[config.mk]
export PLATFORM = sky130hd
export DESIGN_NAME = misr_ora
export DESIGN_NICKNAME = d
export VERILOG_FILES = /design/src/rtl/misr_ora.sv
export SDC_FILE = /design/constraint.sdc
export NUM_CORES = 1
export LEC_CHECK = 0
export ABC_AREA = 1
export CORE_MARGIN = 8
export CORE_UTILIZATION = 40
export CTS_BUF_LIST = sky130_fd_sc_hd__clkbuf_16
export CTS_CLUSTER_SIZE = 16
export DETAILED_ROUTE_END_ITERATION = 10
export PLACE_DENSITY = 0.78
export SLEW_MARGIN = 20
export SYNTH_ARGS = -nofsm -noshare
export SYNTH_HDL_FRONTEND = slang
export SYNTH_SLANG_ARGS = --single-unit
[constraint.sdc]
create_clock -name clk -period 1.4 [get_ports clk]
set_input_delay 0.28 -clock clk [delete_from_list [all_inputs] [get_ports clk]]
set_output_delay 0.28 -clock clk [all_outputs]
set_load 0.05 [all_outputs]
[src/rtl/misr_ora.sv]
// LFSR-based multiple-input signature register used as an output response analyzer.
// Optional per-bit response masking is enabled by defining MISR_XMASK_EN.
module misr_ora #(
    parameter int WIDTH         = 4,
    parameter int PATTERN_COUNT = 15
) (
    input  logic             clk,
    input  logic             reset,
    input  logic             start,
    input  logic             resp_valid,
    input  logic [1:WIDTH]   resp,
    input  logic [1:WIDTH]   golden,
`ifdef MISR_XMASK_EN
    input  logic [1:WIDTH]   mask,
`endif
    output logic             busy,
    output logic             done,
    output logic             pass,
    output logic [1:WIDTH]   signature
);

    localparam int CNT_W = $clog2(PATTERN_COUNT + 1);
    localparam logic [CNT_W-1:0] LAST_IDX = CNT_W'(PATTERN_COUNT - 1);
    localparam logic [1:WIDTH] SEED = WIDTH'(1);

    // Tap positions shared with the pattern generator, packed as up to four byte-wide indices.
    function automatic logic [31:0] tap_list(input int w);
        case (w)
            3:       tap_list = {8'd3,  8'd2,  8'd0,  8'd0};
            4:       tap_list = {8'd4,  8'd3,  8'd0,  8'd0};
            5:       tap_list = {8'd5,  8'd3,  8'd0,  8'd0};
            6:       tap_list = {8'd6,  8'd5,  8'd0,  8'd0};
            7:       tap_list = {8'd7,  8'd6,  8'd0,  8'd0};
            8:       tap_list = {8'd8,  8'd6,  8'd5,  8'd4};
            9:       tap_list = {8'd9,  8'd5,  8'd0,  8'd0};
            10:      tap_list = {8'd10, 8'd7,  8'd0,  8'd0};
            11:      tap_list = {8'd11, 8'd9,  8'd0,  8'd0};
            12:      tap_list = {8'd12, 8'd6,  8'd4,  8'd1};
            13:      tap_list = {8'd13, 8'd4,  8'd3,  8'd1};
            14:      tap_list = {8'd14, 8'd5,  8'd3,  8'd1};
            15:      tap_list = {8'd15, 8'd14, 8'd0,  8'd0};
            16:      tap_list = {8'd16, 8'd15, 8'd13, 8'd4};
            17:      tap_list = {8'd17, 8'd14, 8'd0,  8'd0};
            18:      tap_list = {8'd18, 8'd11, 8'd0,  8'd0};
            19:      tap_list = {8'd19, 8'd6,  8'd2,  8'd1};
            20:      tap_list = {8'd20, 8'd17, 8'd0,  8'd0};
            21:      tap_list = {8'd21, 8'd19, 8'd0,  8'd0};
            22:      tap_list = {8'd22, 8'd21, 8'd0,  8'd0};
            23:      tap_list = {8'd23, 8'd18, 8'd0,  8'd0};
            24:      tap_list = {8'd24, 8'd23, 8'd22, 8'd17};
            25:      tap_list = {8'd25, 8'd22, 8'd0,  8'd0};
            26:      tap_list = {8'd26, 8'd6,  8'd2,  8'd1};
            27:      tap_list = {8'd27, 8'd5,  8'd2,  8'd1};
            28:      tap_list = {8'd28, 8'd25, 8'd0,  8'd0};
            29:      tap_list = {8'd29, 8'd27, 8'd0,  8'd0};
            30:      tap_list = {8'd30, 8'd6,  8'd4,  8'd1};
            default: tap_list = 32'd0;
        endcase
    endfunction

    function automatic logic [1:WIDTH] tap_vec(input int w);
        logic [31:0] list;
        int          pos;
        tap_vec = '0;
        list    = tap_list(w);
        for (int j = 0; j < 4; j++) begin
            pos = int'(list[j*8 +: 8]);
            if (pos != 0) tap_vec = tap_vec | (SEED << (WIDTH - pos));
        end
    endfunction

    localparam logic [1:WIDTH] TAPS = tap_vec(WIDTH);

    typedef enum logic [1:0] {IDLE, RUN, CMP, DONE} state_t;

    state_t           state, next_state;
    logic [CNT_W-1:0] count;
    logic [1:WIDTH]   data;
    logic [1:WIDTH]   next_sig;
    logic             fb;
    logic             launch;
    logic             accept;

`ifdef MISR_XMASK_EN
    assign data = resp & ~mask;
`else
    assign data = resp;
`endif

    // XNOR feedback: all-ones would lock the bare LFSR, but the response XOR keeps it moving.
    assign fb       = ~^(signature & TAPS);
    assign next_sig = {fb, signature[1:WIDTH-1]} ^ data;

    assign launch = start && (state == IDLE || state == DONE);
    assign accept = resp_valid && (state == RUN);
    assign busy   = (state == RUN) || (state == CMP);
    assign done   = (state == DONE);

    // NOTE: registered state uses non-blocking assignments so every flop samples pre-edge values.
    always_ff @(posedge clk or posedge reset) begin
        if (reset) state <= IDLE;
        else       state <= next_state;
    end

    // NOTE: the default assignment up front keeps this block free of inferred latches.
    always_comb begin
        next_state = state;
        case (state)
            IDLE:    if (start) next_state = RUN;
            RUN:     if (resp_valid && count == LAST_IDX) next_state = CMP;
            CMP:     next_state = DONE;
            DONE:    if (start) next_state = RUN;
            default: next_state = IDLE;
        endcase
    end

    always_ff @(posedge clk or posedge reset) begin
        if (reset) begin
            signature <= SEED;
            count     <= '0;
            pass      <= 1'b0;
        end else if (launch) begin
            signature <= SEED;
            count     <= '0;
            pass      <= 1'b0;
        end else if (accept) begin
            signature <= next_sig;
            count     <= count + 1'b1;
        end else if (state == CMP) begin
            pass <= (signature == golden);
        end
    end

endmodule

==> results of run 1 <==
power breakdown:
part           leakage, nW  switching [mW]  internal, mW
Clock               0.0423           0.137         0.374
Combinational        0.369            1.10         0.942
Sequential           0.141           0.143         0.439
sequential cells by signal, summed over array words and instances (netlist names):
name and cells:
signature 4, state 2, count 4, pass 1
routing by layer:
| metal | vias up | routed length (um) |
|---|---|---|
| li1 | 333 | - |
| met1 | 317 | 649 |
| met2 | 18 | 1044 |
| met3 | 2 | 130 |
| met4 | 0 | 11 |
| met5 | - | 0 |
repair_timing:
action / in CTS / in global routing
gates cloned: 0 / 0
pin swaps: 1 / 5
setup buffers: 4 / 1
endpoints found under the setup margin: 1 / 8
gates resized for setup: 3 / 11
kinds of logic (layout without fill, tap and decap cells):
group	after synthesis	after routing	synth area share, %
and+or+nand+nor	40	40	26.56
buffers and inverters	16	44	8.681
AOI/OAI and AO/OA	14	14	14.06
DFF	11	11	38.37
adders and majority gates	5	5	8.681
xor gates and xnor gates	3	3	3.646
critical path: stages (launching register included):
cell,delay [ns]
dfrtp_1,0.40
ha_4,0.30
clkinvlp_4,0.10
buf_12,0.16
stage by stage:
stage               cells  hold slack [ns]  instance area [sq um]  power [mW]
floorplan              89           0.1317                  740.7       1.643
global placement      133           0.4815                   1030       2.261
detailed placement    133           0.4883                   1030       2.320
CTS                   141           0.3588                   1147       3.001
global route          142           0.4015                   1194       3.300
finish                142           0.3370                   1194       3.136
layout make-up:
type                            instances  area (sq um)
Timing Repair Buffer                   24         295.3
Tap cell                               25         31.28
Clock buffer                            3         75.07
Multi-Input combinational cell         62         442.9
Clock inverter                          1         3.754
Fill cell                             122         514.2
Sequential cell                        11         276.5
Inverter                               16         68.82
synth_stat cells, types with 2 or more instances:
library cell   n
xnor2_1        3
nand2_4        3
nand3_1        4
dfrtp_1       10
o21ai_0        3
o21ai_1        3
inv_1         14
o22ai_2        2
ha_1           5
nor2_1         6
nand2_1       24
a21oi_1        2
worst max-delay path by stage:
stage	slack [ns]	startpoint	end
global placement	0.03	resp_valid	pass
floorplan	0.02	state[0]	state[0]
CTS	-0.09	state[1]	busy
detailed placement	0.002	resp_valid	pass
global route	-0.11	state[1]	busy
finish	-0.07	state[1]	busy
==> summary.txt, run 1 <==
Setup path
  – Crit Path Class: reg -> out
  – R2r setup slk: around 0.040 ns
  – Worst endpoint required time: approximately 1.1 ns
  – Worst setup SP type: flop
  – Crit Reg-Reg Startpoint: state[0]
  – R2r endpoint: signature[2]
  – Crit. End Element: output pin
  – Worst Reg-to-Reg Cells: 8
  – Max Fanout on Critical Path: 2
  – Worst path arrival time: 1.19 ns

GRT
  – GRT met2 Usage: around a fifth
  – Largest net degree at the start of global routing: 12
  – GRT overflow: 0
  – Met3 usage: under 10%
  – Global-route wire length before repair: between 2 and 3 mm
  – Most used routing layer: met2
  – Global-route usage over all layers: ~11%
  – Initial antenna violation count: 0
  – Met1 Resource Use GR: a little over a tenth
  – Vias in the first global route: slightly below 700

Logic synthesis
  – Synth top area share: between 30% and 40%
  – Post-synth EDFFs: 0
  – Main synth FF type: dfrtp_1
  – Ys Warns: 0
  – Synth area leader: dfrtp_1
  – Syn Inst Count: between 80 and 90
  – Synthesized Nets: 106
  – Syn_area_per_cell: 8.098 sq um
  – Synth area leaders: dfrtp_1 (35%), nand2_1 (13%), ha_1 (8.7%)
  – Ys async rst share: 100.0%
  – Cell Area, Synth: 720.7 sq um
  – Yosys reg bits: 11
  – Synth cell types: 22
  – Post-synthesis sequential area ratio: 38.37%

Drt
  – Routed vias: 670
  – Vias per Instance: around 4.7
  – Routed length per instance: ~13 um
  – Initial DRC Count: 10
  – WL final: 1.836 mm
  – Drt pass-1 iters: 4
  – Remaining antenna violation count: 0
  – Drc violations: 0

Timing
  – Fin crit period: 1.475 ns
  – Final worst setup slack: -0.07463 ns
  – Rel. slew slack: approximately 73%
  – Setup TNS: -0.07903 ns
  – Fin crit share: 105.3%
  – Fmax: 0.6781 GHz
  – Final setup violation count: 2
  – Fin Clk Skew: 0.005389 ns
  – RSZ-0062 raised after global routing: true
  – Pins Over Slew Limit: 0
  – Final hold vios: 0
  – Worst slew pin tran: 0.4101 ns

CTS
  – TritonCTS clock tree: done
  – CTS Root Cell: clkbuf_16
  – CTS Sinks: 11
  – Worst-Skew Late Latency: ~0.24 ns
  – Worst-path clk slew: approximately 0.040 ns
  – Clock Tree Buf Depth: 2
  – Hold bufs inserted after CTS: 0
  – Cts bufs inserted: 3
  – CTS HTree Levels: 1

Final layout
  – Commonest non-fill, non-tap cell in the layout: nand2_1
  – Share of layout cells above drive strength 1: 33.33%
  – Layout overhead on the synthesized area: 65.62%
  – Antenna fix cells: 0
  – Layout Utilization: 69.89%
  – Commonest cells after routing, fill and taps aside: nand2_1 (23), inv_1 (11), clkdlybuf4s50_1 (11)
  – Post-layout net count: 135

Floorplanning
  – Cell row count: 15
  – Die footprint: 0.003416 sq mm
  – Starting Density: around 42%
  – Die Wd: about 60 um
  – Io pins: 19
  – Die Y: 58.45 um
  – Core area: around 0.0017 sq mm

Min path
  – HP Class: in -> async

Pwr
  – P per Cell Area: between 2000 and 3000 mW/mm^2
  – VDD IR-drop max: 0.001784 V
  – LEAKAGE: around 0.55 nW

Place
  – HPWL after DPL: between 1 and 1.5 mm
  – Routability cong.: about 0.73
  – DP Worst Slack: approximately 0.0023 ns
  – Port Buffer Count: 18

Job
  – Number of max-cap violations: 0

Run status
  – Failing checks: negative setup slack
  – Status: finished with violations
(Power assumes the default switching activity.)
==> run 2, diff against run 1 <==
--- a/config.mk
+++ b/config.mk
@@ -9,7 +9,7 @@
 export CORE_MARGIN = 8
 export CORE_UTILIZATION = 40
 export CTS_BUF_LIST = sky130_fd_sc_hd__clkbuf_16
-export CTS_CLUSTER_SIZE = 16
+export CTS_CLUSTER_SIZE = 30
 export DETAILED_ROUTE_END_ITERATION = 10
 export PLACE_DENSITY = 0.78
 export SLEW_MARGIN = 20
==> results of run 2 <==
No change in the layout: final DEF, timing and power equal those of run 1.
==> run 3, diff against run 2 <==
--- a/config.mk
+++ b/config.mk
@@ -11,8 +11,11 @@
 export CTS_BUF_LIST = sky130_fd_sc_hd__clkbuf_16
 export CTS_CLUSTER_SIZE = 30
 export DETAILED_ROUTE_END_ITERATION = 10
+export GPL_TIMING_DRIVEN = 1
 export PLACE_DENSITY = 0.78
+export SKIP_LAST_GASP = 1
 export SLEW_MARGIN = 20
 export SYNTH_ARGS = -nofsm -noshare
 export SYNTH_HDL_FRONTEND = slang
 export SYNTH_SLANG_ARGS = --single-unit
+export TNS_END_PERCENT = 1
==> summary.txt, run 3 (same netlist as run 1, synthesis figures left out) <==
Setup path
  – Worst endpoint required time: 1.12 ns (about the same)
  – Worst setup SP type: flop
  – Crit Path Class: reg -> out
  – Crit. End Element: output pin
  – Max Fanout on Critical Path: 2 (unchanged)
  – Worst path arrival time: 1.19 ns (about the same)

Timing
  – Final hold vios: 0 (unchanged)
  – Rel. slew slack: 72.54% (-0.089 points)
  – Final setup violation count: 2 (unchanged)
  – RSZ-0062 raised after global routing: true
  – Setup TNS: -0.1056 ns (-0.02654 ns)
  – Fin crit period: 1.474 ns (-0.0007807 ns)
  – Fin crit share: 105.3% (about the same)
  – Fmax: 0.6785 GHz (about the same)
  – Final worst setup slack: -0.07385 ns (+0.0007807 ns)
  – Pins Over Slew Limit: 0 (unchanged)
  – Fin Clk Skew: 0.005129 ns (-0.0002603 ns)
  – Worst slew pin tran: 0.4114 ns (+0.001329 ns)
  – WHS: 0.3389 ns (+0.001892 ns)

Pwr
  – Cell Int Power: 1.675 mW (-4.6%)
  – Comb power frac: 63.3% (-1.8 points)
  – LEAKAGE: 0.5540 nW (+0.24%)
  – P per Cell Area: 2595 mW/mm^2 (-1.2%)
  – Seq pwr share: 19.5% (+0.9 points)
  – Sw Pwr: 1.290 mW (-6.5%)
  – Clock network power share: 17.2% (+0.9 points)
  – Sw frac: 43.51% (-0.50 points)
  – VDD IR-drop max: 0.001760 V (-1.4%)

Floorplanning
  – Io pins: 19 (unchanged)
  – Die footprint: 0.003416 sq mm (unchanged)
  – Die Y: 58.45 um (unchanged)
  – Die Wd: 58.45 um (unchanged)
  – Core area: 0.001708 sq mm (unchanged)
  – Cell row count: 15 (unchanged)
  – Starting Density: 42.20% (unchanged)

Final layout
  – Antenna fix cells: 0 (unchanged)
  – Commonest cells after routing, fill and taps aside: nand2_1 (24), inv_1 (14), clkdlybuf4s50_1 (11)
  – Layout overhead on the synthesized area: 58.51%
  – Cell area after layout: 0.001142 sq mm (-4.3%)
  – Commonest non-fill, non-tap cell in the layout: nand2_1
  – Share of layout cells above drive strength 1: 26.72% (-6.6 points)
  – Post-layout net count: 134 (-0.74%)
  – Non-filler cells, final: 141 (-0.70%)
  – Top flop regs: count: 4 flops, signature: 4 flops, state: 2 flops

Place
  – HPWL after DPL: 1.348 mm (unchanged)
  – DP Worst Slack: 0.002252 ns (unchanged)
  – Placed Area: 0.001030 sq mm (unchanged)
  – Port Buffer Count: 18 (unchanged)
  – Inst Count DP: 133 (unchanged)
  – Routability cong.: 0.7273 (unchanged)

GRT
  – Vias in the first global route: 686 (+0.15%)
  – Largest net degree at the start of global routing: 12 (unchanged)
  – Initial antenna violation count: 0 (unchanged)
  – GRT overflow: 0 (unchanged)
  – Global-route usage over all layers: 11.13% (-0.045 points)
  – Global-route wire length before repair: 2.939 mm (-0.47%)

CTS
  – Hold bufs inserted after CTS: 0 (unchanged)
  – CTS Root Cell: clkbuf_16
  – Worst-Skew Late Latency: 0.24 ns (about the same)
  – Worst-path clk slew: 0.04 ns (about the same)
  – CTS HTree Levels: 1 (unchanged)
  – TritonCTS clock tree: done
  – Clock Tree Buf Depth: 2 (unchanged)
  – Cts bufs inserted: 3 (unchanged)
  – CTS Sinks: 11 (unchanged)

Run status
  – Failing checks: negative setup slack
  – Status: finished with violations

Drt
  – Drt pass-1 iters: 4 (unchanged)
  – WL final: 1.763 mm (-4.0%)
  – Initial DRC Count: 11 (+1)
  – Routed vias: 657 (-1.9%)
  – Remaining antenna violation count: 0 (unchanged)
  – Drc violations: 0 (unchanged)
  – Vias per Instance: 4.660 (-1.2%)
  – Routed length per instance: 12.50 um (-3.3%)

Min path
  – HP Class: in -> async

Job
  – Number of max-cap violations: 0 (unchanged)
==> run 3: cell count changes in the layout (fill, tap and decap cells not counted), sizes merged <==
cell	before	now
buf	13	12
==> run 3: worst max-delay path: stages (launching register included) <==
cell,delay [ns]
dfrtp_1,0.40
ha_4,0.29
clkinvlp_4,0.10
buf_12,0.16
==> run 3: routing by layer <==
metal,GRT usage (%),up-vias,wire length [um],part of all wire [%]
met2,20.63,16,962,55
met4,2.797,0,11,0.62
met3,5.870,2,126,7.1
met1,10.38,306,662,38
li1,-,333,-,-
met5,0,-,0,0
==> run 3: final timing paths <==
check	startpoint	cells after the start	slack [ns]	end
max	state[1]	3	-0.07	busy
min	reset	2	0.34	pass
max reg2reg	state[1]	8	0	count[1]
min reg2reg	count[2]	1	0.49	count[2]
max in group asynchronous	reset	2	0.74	signature[4]
min in group clk	count[2]	1	0.49	count[2]
==> run 3: area by class of cell <==
| cell class | instances | area (sq um) |
|---|---|---|
| inverter | 16 | 66.31 |
| clock inverter | 1 | 3.754 |
| timing repair buffer | 23 | 287.8 |
| tap | 25 | 31.28 |
| sequential | 11 | 276.5 |
| fill | 135 | 565.5 |
| clock buffer | 3 | 75.07 |
| multi-input combinational | 62 | 401.6 |
==> run 3: timing repair <==
item	CTS	global route
endpoints found under the setup margin	1	11
buffers inserted	4	0
endpoints found under the hold margin	0	0
gates cloned	0	0
pin swaps	1	1
gates resized for setup	0	1
==> run 3: power by group through the flow <==
| stage | Combinational (mW) | Clock (mW) | Sequential (mW) |
|---|---|---|---|
| floorplan | 0.895 | 0 | 0.748 |
| global placement | 1.67 | 0 | 0.593 |
| detailed placement | 1.72 | 0 | 0.598 |
| CTS | 1.88 | 0.517 | 0.582 |
| global route | 2.00 | 0.532 | 0.598 |
| finish | 1.88 | 0.509 | 0.578 |
==> run 3: per-stage QoR <==
step / power [mW] / utilization, %
5_1_grt: 3.132 / 66.89
2_1_floorplan: 1.643 / -
3_5_place_dp: 2.320 / 60.29
4_1_cts: 2.976 / 66.67
3_3_place_gp: 2.261 / 60.29
6_report: 2.965 / 66.89
==> edit (flow settings as in run 3) <==
Add a define of `MISR_XMASK_EN`.
--- a/src/rtl/misr_ora.sv
+++ b/src/rtl/misr_ora.sv
@@ -1,5 +1,7 @@
 // LFSR-based multiple-input signature register used as an output response analyzer.
 // Optional per-bit response masking is enabled by defining MISR_XMASK_EN.
+`define MISR_XMASK_EN
+
 module misr_ora #(
     parameter int WIDTH         = 4,
     parameter int PATTERN_COUNT = 15
Ports: changed (added mask); port bits go from 19 to 23. The function was not compared with the original's and may differ.
==> edit against run 3 <==
  * Total power fell by 3.9%
  * Synthesized area up 2.3%
  * Clock skew about the same
  * Final area increased by 3.9%
  * Sequential share of layout area fell by 0.92 points
  * The run still ends with setup timing left
  * Sequential cell count is the same
  * Setup slack gained 0.0032 ns
  * Die area is 1.6% higher
  * Routed wire length down 1.3%
  * Register-to-register slack improved by 0.02 ns
  * Maximum frequency up 0.22%
  * Critical path type unchanged
  * Highest routed layer unchanged
  * Largest power group unchanged
==> edit: results (changes against run 3) <==
r2r_slack_ns: 0.02  # +0.02 ns
io_buffers: 22  # +4
wl_per_cell_um: 11.2  # -11%
antenna_found_initial: 0  # unchanged
finalSetupViolCount: 2  # unchanged
grt_usage_pct: 11.4  # +0.25 points
drtIter0Drc: 5  # -6
violations: "setup timing"
ys_top_cells_by_count: "nand2_1 (30), inv_1 (16), dfrtp_1 (10), nor2_1 (7), o21ai_1 (6)"
status: "finished with violations"
finClkSkew_ns: 0.00491  # -0.000223 ns
final_nets: 153  # +14%
num_vias: 716  # +9.0%
synth_fp_nets: 122  # +15%
r2r_end: "signature[1]"
drive_above_1_share_pct: 22.9  # -3.8 points
worst_slack_ns: -0.0706  # +0.00321 ns
hold_class: "primary input to async pin"
irDropWorstVdd_uv: 1370  # -22%
grt_pass1_wl_um: 3070  # +4.5%
critPathKind: "register to output port"
switching_power_mw: 1.23  # -4.9%
power_leakage_nw: 0.576  # +3.9%
tightestPinTransition_ns: 0.421  # +0.00953 ns
tns_ns: -0.0930  # +0.0126 ns
dp_hpwl_um: 1340  # -0.31%
final.hold.worst_slack_ns: 0.337  # -0.00199 ns
ys_seq_area_share_pct: 37.5  # -0.85 points
dr.pass1.iters: 4  # unchanged
place_congestion: 0.759  # +4.3%
ys_top_cells_by_area: "dfrtp_1 (34%), nand2_1 (15%), ha_1 (8.5%)"
## edit: cell types whose count changed after synthesis, moves of 2 or more
cell / before / now
o21ai_1: 3 / 6
inv_1: 14 / 16
clkinv_1: 0 / 2
nand2_4: 3 / 1
xor2_1: 0 / 2
xnor2_1: 3 / 0
o22ai_2: 2 / 0
nand2_1: 24 / 30
a21oi_2: 0 / 2
## edit: repair_timing
action,CTS,global route
endpoints found under the hold margin,0,0
setup endpoints to repair,1,11
setup buffers,4,0
pin swaps,1,1
resized for setup,1,0
## edit: kinds of logic after synthesis
| kind of cell | count (synthesis) | share of synthesized area (%) |
|---|---|---|
| compound gates | 16 | 13.2 |
| xor+xnor | 2 | 2.38 |
| fa+ha+maj | 5 | 8.49 |
| buf+inv | 20 | 10.2 |
| flops | 11 | 37.5 |
| simple gates | 47 | 28.2 |
## edit: metrics by stage
step	worst slack [ns]	instance area (µm²)	instances
floorplan	0.0383	757	101
global placement	0.0338	1080	148
detailed placement	0.0183	1080	148
CTS	-0.0670	1190	156
global route	-0.0986	1190	156
finish	-0.0706	1190	156
## edit: metal layers
layer	share of wire, %	global-route usage, %
met5	0	0
met4	3.2	8.19
met3	4.1	2.17
met2	50	18.7
met1	43	12.8
## edit: area by class of cell
cell class / instances / area, µm²
tap: 25 / 31.3
clock inverter: 1 / 3.75
multi-input combinational: 70 / 402
fill: 143 / 539
sequential: 11 / 277
timing repair buffer: 26 / 320
clock buffer: 3 / 75.1
inverter: 20 / 78.8
## edit: power groups by stage
stage	sequential (mW)	combinational [mW]	clock [mW]
after floorplan	0.736	0.823	0
after global placement	0.590	1.59	0
after detailed placement	0.596	1.61	0
after CTS	0.585	1.75	0.526
after global routing	0.601	1.87	0.540
final	0.584	1.74	0.521
